[src/rtl/hydra_pkg.sv]
`default_nettype none
// ============================================================================
// Module  : hydra_pkg
// Purpose : Shared definitions for the egress read frontend.
//           - control-word field positions (dest / prio / length)
//           - default priority-queue count and WRR credit width
//           - read-side FSM state encoding
//           - initial WRR credit for a priority (p+1)
// Ports   : none (package)
// Rev     : 1.0  initial release
// ============================================================================
package hydra_pkg;

  localparam int DEF_PRIO_NUM  = 8;
  localparam int PRIO_W        = 3;
  localparam int CREDIT_W      = 4;

  localparam int CTRL_DEST_LSB = 0;
  localparam int CTRL_DEST_MSB = 3;
  localparam int CTRL_PRIO_LSB = 4;
  localparam int CTRL_PRIO_MSB = 6;
  localparam int CTRL_LEN_LSB  = 7;
  localparam int CTRL_LEN_MSB  = 15;

  localparam int DEST_W = CTRL_DEST_MSB - CTRL_DEST_LSB + 1;
  localparam int LEN_W  = CTRL_LEN_MSB - CTRL_LEN_LSB + 1;

  typedef enum logic [2:0] {
    RD_IDLE   = 3'd0,
    RD_REQ    = 3'd1,
    RD_WAIT   = 3'd2,
    RD_STREAM = 3'd3,
    RD_EOP    = 3'd4
  } rd_state_e;

  // Weight of a priority queue: higher priorities get more grants per round.
  function automatic logic [CREDIT_W-1:0] init_credit(input int p);
    return CREDIT_W'(p + 1);
  endfunction

endpackage
`default_nettype wire

[src/rtl/rd_prio_arbiter.sv]
`default_nettype none
// ============================================================================
// Module  : rd_prio_arbiter
// Purpose : Picks which priority queue to read next.
//           Strict mode : highest non-empty priority.
//           WRR mode    : highest non-empty priority that still has credit;
//                         when none has credit, all credits reload to p+1 as
//                         the pick is latched. Credits drop on each grant.
// Ports   : clk, rst          clock / async active-high reset
//           wrr_enable        1 = weighted round robin, 0 = strict
//           queue_not_empty   per-priority occupancy
//           pick_load         pick is being latched this cycle
//           grant             request for grant_prio was accepted
//           grant_prio        priority that was granted
//           pick              current arbitration result
// Rev     : 1.0  initial release
// ============================================================================
module rd_prio_arbiter
  import hydra_pkg::*;
#(
  parameter int PRIO_NUM = DEF_PRIO_NUM
) (
  input  logic                clk,
  input  logic                rst,
  input  logic                wrr_enable,
  input  logic [PRIO_NUM-1:0] queue_not_empty,
  input  logic                pick_load,
  input  logic                grant,
  input  logic [PRIO_W-1:0]   grant_prio,
  output logic [PRIO_W-1:0]   pick
);

  logic [PRIO_NUM-1:0] has_credit;
  logic [PRIO_NUM-1:0] candidates;
  logic                reload;

  generate
    for (genvar p = 0; p < PRIO_NUM; p++) begin : g_credit
      logic [CREDIT_W-1:0] credit;

      assign has_credit[p] = queue_not_empty[p] && (credit != '0);

      // Credits are only touched in WRR mode, so toggling the mode holds them.
      always_ff @(posedge clk or posedge rst) begin
        if (rst) begin
          credit <= init_credit(p);
        end else if (pick_load && reload) begin
          credit <= init_credit(p);
        end else if (grant && wrr_enable && (grant_prio == PRIO_W'(p)) && (credit != '0)) begin
          credit <= credit - CREDIT_W'(1);
        end
      end
    end
  endgenerate

  always_comb begin
    reload     = wrr_enable && (has_credit == '0);
    // After a reload every non-empty queue has credit again, so the plain
    // occupancy vector is the correct candidate set in that cycle.
    candidates = (wrr_enable && !reload) ? has_credit : queue_not_empty;
    pick       = '0;
    for (int p = 0; p < PRIO_NUM; p++) begin
      if (candidates[p]) begin
        pick = PRIO_W'(p);
      end
    end
  end

endmodule
`default_nettype wire

[src/rtl/port_rd_frontend.sv]
`default_nettype none
// ============================================================================
// Module  : port_rd_frontend
// Purpose : Egress side of one switch port. Arbitrates among the priority
//           queues, requests the head packet from the SRAM side and replays
//           the returned word stream as rd_sop / rd_vld+rd_data / rd_eop,
//           flagging length and destination mismatches with rd_eop.
// Ports   : clk, rst             clock / async active-high reset
//           ready                downstream can take a new packet (IDLE only)
//           wrr_enable           1 = WRR arbitration, 0 = strict priority
//           queue_not_empty      per-priority occupancy
//           pkt_req/pkt_req_prio request to SRAM side and its priority
//           pkt_ack              SRAM side accepted the request
//           xfer_data_vld/xfer_data/xfer_end_of_packet  incoming word stream
//           rd_sop/rd_vld/rd_data/rd_eop                 outgoing stream
//           len_err/dest_err     error pulses aligned with rd_eop
// Rev     : 1.0  initial release
// ============================================================================
module port_rd_frontend
  import hydra_pkg::*;
#(
  parameter int PORT_IDX   = 0,
  parameter int DATA_WIDTH = 16,
  parameter int PRIO_NUM   = DEF_PRIO_NUM
) (
  input  logic                  clk,
  input  logic                  rst,
  input  logic                  ready,
  input  logic                  wrr_enable,
  input  logic [PRIO_NUM-1:0]   queue_not_empty,
  output logic                  pkt_req,
  output logic [PRIO_W-1:0]     pkt_req_prio,
  input  logic                  pkt_ack,
  input  logic                  xfer_data_vld,
  input  logic [DATA_WIDTH-1:0] xfer_data,
  input  logic                  xfer_end_of_packet,
  output logic                  rd_sop,
  output logic                  rd_eop,
  output logic                  rd_vld,
  output logic [DATA_WIDTH-1:0] rd_data,
  output logic                  len_err,
  output logic                  dest_err
);

  rd_state_e             state;
  rd_state_e             state_nxt;
  logic                  pick_load;
  logic                  grant;
  logic                  accept;
  logic                  first_word;
  logic [PRIO_W-1:0]     arb_pick;

  logic                  s1_vld;
  logic                  s1_eop;
  logic [DATA_WIDTH-1:0] s1_data;
  logic                  s2_eop;

  logic [DEST_W-1:0]     ctrl_dest;
  logic [LEN_W-1:0]      ctrl_len;
  logic [LEN_W-1:0]      pay_cnt;

  rd_prio_arbiter #(
    .PRIO_NUM (PRIO_NUM)
  ) u_arb (
    .clk             (clk),
    .rst             (rst),
    .wrr_enable      (wrr_enable),
    .queue_not_empty (queue_not_empty),
    .pick_load       (pick_load),
    .grant           (grant),
    .grant_prio      (pkt_req_prio),
    .pick            (arb_pick)
  );

  always_ff @(posedge clk or posedge rst) begin
    if (rst) begin
      state <= RD_IDLE;
    end else begin
      state <= state_nxt;
    end
  end

  always_comb begin
    state_nxt  = state;
    pkt_req    = 1'b0;
    pick_load  = 1'b0;
    grant      = 1'b0;
    accept     = 1'b0;
    first_word = 1'b0;
    case (state)
      RD_IDLE: begin
        if (ready && (|queue_not_empty)) begin
          pick_load = 1'b1;
          state_nxt = RD_REQ;
        end
      end
      RD_REQ: begin
        pkt_req = 1'b1;
        if (pkt_ack) begin
          grant     = 1'b1;
          state_nxt = RD_WAIT;
        end
      end
      RD_WAIT: begin
        if (xfer_data_vld) begin
          accept     = 1'b1;
          first_word = 1'b1;
          state_nxt  = xfer_end_of_packet ? RD_EOP : RD_STREAM;
        end
      end
      RD_STREAM: begin
        if (xfer_data_vld) begin
          accept = 1'b1;
          if (xfer_end_of_packet) begin
            state_nxt = RD_EOP;
          end
        end
      end
      RD_EOP: begin
        // Leave once the last word sits in the output stage; rd_eop follows
        // in the same cycle the FSM is back in IDLE.
        if (rd_vld && s2_eop) begin
          state_nxt = RD_IDLE;
        end
      end
      default: state_nxt = RD_IDLE;
    endcase
  end

  always_ff @(posedge clk or posedge rst) begin
    if (rst) begin
      pkt_req_prio <= '0;
    end else if (pick_load) begin
      pkt_req_prio <= arb_pick;
    end
  end

  // Two-stage word pipe: stage 1 = s1_*, stage 2 = rd_vld/rd_data/s2_eop.
  always_ff @(posedge clk or posedge rst) begin
    if (rst) begin
      s1_vld   <= 1'b0;
      s1_eop   <= 1'b0;
      s1_data  <= '0;
      rd_vld   <= 1'b0;
      rd_data  <= '0;
      s2_eop   <= 1'b0;
      rd_sop   <= 1'b0;
      rd_eop   <= 1'b0;
      len_err  <= 1'b0;
      dest_err <= 1'b0;
    end else begin
      s1_vld   <= accept;
      s1_eop   <= accept && xfer_end_of_packet;
      if (accept) begin
        s1_data <= xfer_data;
      end
      rd_vld   <= s1_vld;
      rd_data  <= s1_vld ? s1_data : '0;
      s2_eop   <= s1_vld && s1_eop;
      rd_sop   <= first_word;
      rd_eop   <= rd_vld && s2_eop;
      len_err  <= rd_vld && s2_eop && (pay_cnt != ctrl_len);
      dest_err <= rd_vld && s2_eop && (ctrl_dest != DEST_W'(PORT_IDX));
    end
  end

  // Control-word capture and saturating payload counter.
  always_ff @(posedge clk or posedge rst) begin
    if (rst) begin
      ctrl_dest <= '0;
      ctrl_len  <= '0;
      pay_cnt   <= '0;
    end else if (first_word) begin
      ctrl_dest <= xfer_data[CTRL_DEST_MSB:CTRL_DEST_LSB];
      ctrl_len  <= xfer_data[CTRL_LEN_MSB:CTRL_LEN_LSB];
      pay_cnt   <= '0;
    end else if (accept && (pay_cnt != '1)) begin
      pay_cnt <= pay_cnt + LEN_W'(1);
    end
  end

endmodule
`default_nettype wire
[config.mk]
export PLATFORM = sky130hd
export DESIGN_NAME = port_rd_frontend
export DESIGN_NICKNAME = d
export VERILOG_FILES = /design/src/rtl/hydra_pkg.sv /design/src/rtl/rd_prio_arbiter.sv /design/src/rtl/port_rd_frontend.sv
export SDC_FILE = /design/constraint.sdc
export NUM_CORES = 1
export LEC_CHECK = 0
export CAP_MARGIN = 25
export CORE_MARGIN = 3
export CORE_UTILIZATION = 41
export DETAILED_ROUTE_END_ITERATION = 8
export HOLD_SLACK_MARGIN = 0.02
export SLEW_MARGIN = 15
export SYNTH_ARGS = -nofsm -noshare
export SYNTH_HDL_FRONTEND = slang
export SYNTH_HIERARCHICAL = 1
export SYNTH_SLANG_ARGS = --single-unit
[constraint.sdc]
create_clock -name clk -period 3.21 [get_ports clk]
set_input_delay 0.642 -clock clk [delete_from_list [all_inputs] [get_ports clk]]
set_output_delay 0.642 -clock clk [all_outputs]
set_load 0.005 [all_outputs]
==> results.json <==
{
  "yosysUniqueCellTypes": 53,
  "netlist_instances": 396,
  "tightest_slew_ns": 0.6286,
  "die_w_um": 111.6,
  "dieArea_um2": 12450,
  "cts_root_buf": "clkbuf_8",
  "layout-drive-gt1-share_pct": 11.59,
  "remaining_drc_errors": 0,
  "async_flop_share_pct": 100.0,
  "cp-start-kind": "flop",
  "antenna_cells": 0,
  "max_freq_mhz": 381.6,
  "path_clk_slew_ns": 0.10,
  "crit_fanout": 7,
  "setup_tns_ns": 0,
  "cts_setup_buffers": 0,
  "rsz0062_at_grt": "no",
  "grt_pass1_wl_um": 15430,
  "synth_edf_count": 0,
  "grt_start_max_net_pins": 69,
  "cts_tree": "yes",
  "slew_headroom_pct": 58.00,
  "grt_pass1_vias": 3157,
  "cts_resized": 0,
  "hold_depth": 1,
  "dp_slack_ns": 0.4193,
  "ios": 56,
  "gp_congestion": 0.7975,
  "fp.dieH_um": 111.6,
  "h-tree-depth": 3,
  "holdBufCountCts": 0,
  "rr_worst_depth": 10,
  "synthFlopType": "dfrtp_1",
  "grt_antenna_before_repair": 0,
  "cts_inserted_buffers": 9,
  "clockBufferDepth": 2,
  "setup_viol": 0,
  "portBuffers": 55,
  "synth_seq_cells": 100,
  "drt_iter0_drc": 113,
  "grt_usage_pct": 15.24,
  "crit_path_end_kind": "flop",
  "vias_per_cell": 5.056,
  "fin_hold_ws_ns": 0.4630,
  "clk_latency_ns": 0.37,
  "drt-pass1-iter-count": 4,
  "cts_sinks": 100,
  "dr_total_vias": 3044,
  "row_count": 37,
  "irDropWorstVdd_uv": 317.6,
  "ant_nets": 0,
  "dp_hpwl_um": 6354,
  "yosysSeqAreaShare_pct": 55.09,
  "post_drt_wl_per_cell_um": 14.78,
  "period_minus_slack_ns": 2.621,
  "overflow": 0,
  "status": "completed",
  "areaGrowthSynthToFinish_pct": 20.28,
  "utilization_pct": 51.87,
  "core_area_um2": 10600,
  "ys_warn_count": 6,
  "layout_setup_ws_ns": 0.5894,
  "critPathKind": "flop to flop",
  "p_leak_nw": 2.420,
  "arrival_ns": 2.88,
  "min_path_type": "flop to flop",
  "synthesis.nets": 437,
  "fillers": 944,
  "cellPowerDensity_nw_per_um2": 753.2,
  "fin_nets": 502,
  "avgSynthCellArea_um2": 11.55,
  "placed_area_um2": 5318,
  "drv_slew": 0,
  "synthesis.area_um2": 4572,
  "timing.final.crit_share_pct": 81.64,
  "fin_worst_skew_ns": 0.01710,
  "final_hold_viol_count": 0,
  "routed_wirelength_um": 8898,
  "final_cell_area_um2": 5499,
  "start_util_pct": 43.13,
  "maxCapViolations": 0,
  "worstPathRequired_ns": 3.47
}
## critical path: stages (launching register included)
cell	delay, ns
dfstp_2	0.54
inv_1	0.06
ha_1	0.20
or3b_4	0.25
a22oi_1	0.07
nand2_1	0.16
o21ai_4	0.10
or2_2	0.31
a222oi_1	0.42
o31ai_2	0.08
mux2_1	0.31
## report_power, final
group	total, W	switching (W)	internal [W]
registers	0.00209	0.000345	0.00175
clock network	0.000758	0.000460	0.000298
logic	0.00129	0.000572	0.000718
total	0.00414	0.00138	0.00276
## cells in the final DEF, fill, tap and decap left out, types with 2 or more instances in the layout
| cell type | instances |
|---|---|
| nor3_1 | 6 |
| o211ai_1 | 3 |
| nand4_1 | 3 |
| or3_1 | 3 |
| a211oi_1 | 3 |
| clkdlybuf4s50_1 | 55 |
| a21oi_1 | 10 |
| xnor2_1 | 12 |
| o21a_1 | 2 |
| and2_1 | 18 |
| buf_4 | 8 |
| dfrtp_1 | 87 |
| o31ai_1 | 3 |
| o21ai_0 | 7 |
| nor4_1 | 8 |
| dfstp_2 | 13 |
| nand3b_1 | 2 |
| a22oi_1 | 2 |
| a211o_1 | 3 |
| or3b_1 | 5 |
| or3b_4 | 3 |
| or4_1 | 3 |
| inv_2 | 2 |
| clkbuf_8 | 9 |
| nand2_1 | 35 |
| nor2_1 | 31 |
| nor3b_1 | 8 |
| xor2_1 | 19 |
| a22oi_2 | 2 |
| mux2_1 | 32 |
| a31o_1 | 2 |
| nand3_1 | 7 |
| ha_1 | 10 |
| inv_6 | 3 |
| mux2i_1 | 3 |
| inv_1 | 21 |
## worst paths after layout
path / slack [ns] / start / end
max: 0.59 / u_arb/g_credit[2].credit[0] / pkt_req_prio[0]
min: 0.46 / s1_eop / s2_eop
max reg2reg: 0.59 / u_arb/g_credit[2].credit[0] / pkt_req_prio[0]
min reg2reg: 0.46 / s1_eop / s2_eop
max in group asynchronous: 2.16 / rst / u_arb/g_credit[5].credit[1]
min in group asynchronous: 0.69 / rst / ctrl_dest[3]
## cell type report
class	instances	area, um^2	share of cell area [%]
sequential	100	2519	45.80
tap	136	170.2	3.094
clock buffer	10	127.6	2.321
timing repair buffer	64	630.6	11.47
multi-input combinational	263	1912	34.77
inverter	23	86.33	1.570
clock inverter	6	53.80	0.9784
## cells in the mapped netlist (5+ instances only)
cell     number  share of area, %
buf_2         5              0.55
xor2_1       19               3.6
a21oi_1      10               1.1
nand3_1       7              0.77
xnor2_1      12               2.3
nor3_1        6              0.66
ha_1         10               2.7
nand2_1      35               2.9
or3b_1        5              0.96
dfrtp_1      87                48
mux2_1       32               7.9
nor4_1        8               1.1
o21ai_0       7              0.77
dfstp_2      13               7.5
nor3b_1       8               1.3
nor2_1       31               2.5
inv_1        22               1.8
and2_1       18               2.5
## stage by stage
stage	power [W]	cells
finish	0.004142	602
global route	0.004475	602
CTS	0.004213	602
detailed placement	0.003432	586
global placement	0.003374	586
floorplan	0.002952	396
## flip-flops by register name, summed over array words and instances, names as in the netlist, 3 cells and up
register and cells:
pay_cnt 9, state 3, ctrl_dest 4, ctrl_len 9
s1_data 16, pkt_req_prio 3, u_arb/g_credit.credit 32, rd_data 16
## per-layer routing
metal / track usage, % / part of all wire, % / wire length, um / vias up
met5: 0 / 0 / 0 / -
met4: 7.380 / 2.7 / 239 / 0
met3: 2.554 / 2.8 / 252 / 19
met2: 23.72 / 47 / 4156 / 49
met1: 20.77 / 48 / 4251 / 1476
li1: - / - / - / 1500
## cells by family (layout without fill, tap and decap cells)
family	Yosys count	after routing	share of synthesized area, %
AO/OA/AOI/OAI	47	47	7.855
XOR/XNOR	31	31	5.939
adder cells (fa/ha/maj)	10	10	2.737
buffers and inverters	33	103	3.092
flip-flops	100	100	55.09
multiplexers	35	35	8.539
AND/OR/NAND/NOR	140	140	16.75
No activity file was read; power rests on OpenSTA's default activity.
==> variant 1: new RTL, same settings <==
Set the package constant `CTRL_DEST_MSB` to 2 (it was 3).
--- a/src/rtl/hydra_pkg.sv
+++ b/src/rtl/hydra_pkg.sv
@@ -16,7 +16,7 @@
   localparam int CREDIT_W      = 4;
 
   localparam int CTRL_DEST_LSB = 0;
-  localparam int CTRL_DEST_MSB = 3;
+  localparam int CTRL_DEST_MSB = 2;
   localparam int CTRL_PRIO_LSB = 4;
   localparam int CTRL_PRIO_MSB = 6;
   localparam int CTRL_LEN_LSB  = 7;
Formal check against the unedited RTL: not equivalent (Yosys sat finds a counterexample within 10 cycles, from zero or initial values and one cycle with rst high).
==> variant 1 against the unedited design <==
  * Setup slack got worse by 47 ps
  * Fmax fell by 1.8%
  * Critical path depth did not move
  * Synthesized area fell by 0.99%
  * Power rose by 1.2%
  * Global-route usage rose by 0.35 points
  * Sequential cell count fell by 1
  * Wire length rose by 1.6%
  * Cell count fell by 0.50%
  * Design area fell by 0.73%
  * First-iteration DRC count fell by 3.5%
  * Clock power rose by 4.6%
  * Highest routed layer unchanged
==> variant 1: results (changes against the unedited design) <==
Met3 WL - 438 um (+74%)
Number of global-route vias before repair - 3155 (-0.063%)
Placed Area - 0.00526 mm^2 (-1.1%)
Final Non-Filler Cells - 599 (-0.50%)
Met2 Wirelength - 4.55 mm (+9.4%)
Final Skew - 16.5 ps (-0.551 ps)
Final design area excluding fillers - 0.00546 mm^2 (-0.73%)
Least-Margin Pin Slew - 836 ps (+207 ps)
Multi-input logic portion of the cell area - 34.6% (-0.18 points)
Multi-In Gates - 262 (-0.38%)
Non-clk buf share - 11.4% (-0.053 points)
Dpl cells - 583 (-0.51%)
Syn_area_per_cell - 11.5 um^2 (-0.48%)
Grt met1 use - 19.8% (-0.99 points)
Hold Slack - 483 ps (+20.4 ps)
# nets final - 499 (-0.60%)
Met2 GRT Util - 26.5% (+2.7 points)
Net count after synthesis - 435 (-0.46%)
Pre-CTS setup slack - 307 ps (-112 ps)
Worst reg-to-reg setup slack - 540 ps (-50 ps)
WL met1 - 3.97 mm (-6.5%)
Synth area leaders - dfrtp_1 (48%), mux2_2 (7.7%), dfstp_2 (7.5%)
First-pass GRT wire length - 15.7 mm (+1.6%)
Non-clock buffers - 63 (-1.6%)
Drt initial violations - 109 (-3.5%)
# fillers - 942 (-0.21%)
Most frequent cells after synthesis - dfrtp_1 (86), nand2_1 (35), mux2_2 (31), nor2_1 (31), inv_1 (23)
Die ar. - 0.0123 mm^2 (-0.94%)
Max VDD drop - 0.370 mV (+16%)
Post-Route WL - 9.04 mm (+1.6%)
Post-synthesis sequential area ratio - 55.1% (about the same)
Largest net degree at the start of global routing - 39 (-43%)
Clock-cell share - 3.62% (+0.32 points)
Count of cell types in the netlist - 54 (+1.9%)
Total GRT Usage - 15.6% (+0.35 points)
Run status - finished clean
Pleak - 0.00241 uW (-0.61%)
Fraction of layout cells with a size suffix above 1 - 18.1% (+6.6 points)
[variant 1: power by group through the flow]
stage / combinational (uW) / clock (uW) / sequential [uW]
floorplan: 995 / 0 / 1980
global placement: 1300 / 0 / 2090
detailed placement: 1340 / 0 / 2100
CTS: 1350 / 824 / 2080
global route: 1490 / 877 / 2140
finish: 1330 / 793 / 2070
[variant 1: final timing paths]
kind                                                  start                     endpoint  cells past startpoint
max in group asynchronous                               rst                     state[0]                      3
min in group asynchronous                               rst  u_arb/g_credit[7].credit[1]                      3
worst min register to register                       s1_eop                       s2_eop                      1
worst max register to register  u_arb/g_credit[2].credit[0]              pkt_req_prio[0]                     10
worst min-delay path                                 s1_eop                       s2_eop                      1
worst max-delay path            u_arb/g_credit[2].credit[0]              pkt_req_prio[0]                     10
[variant 1: cell families after synthesis]
group / synth area share [%]
simple gates: 16.8
buf+inv: 3.21
xor+xnor: 6.00
compound gates: 7.77
mux: 8.37
flops: 55.1
fa+ha+maj: 2.76
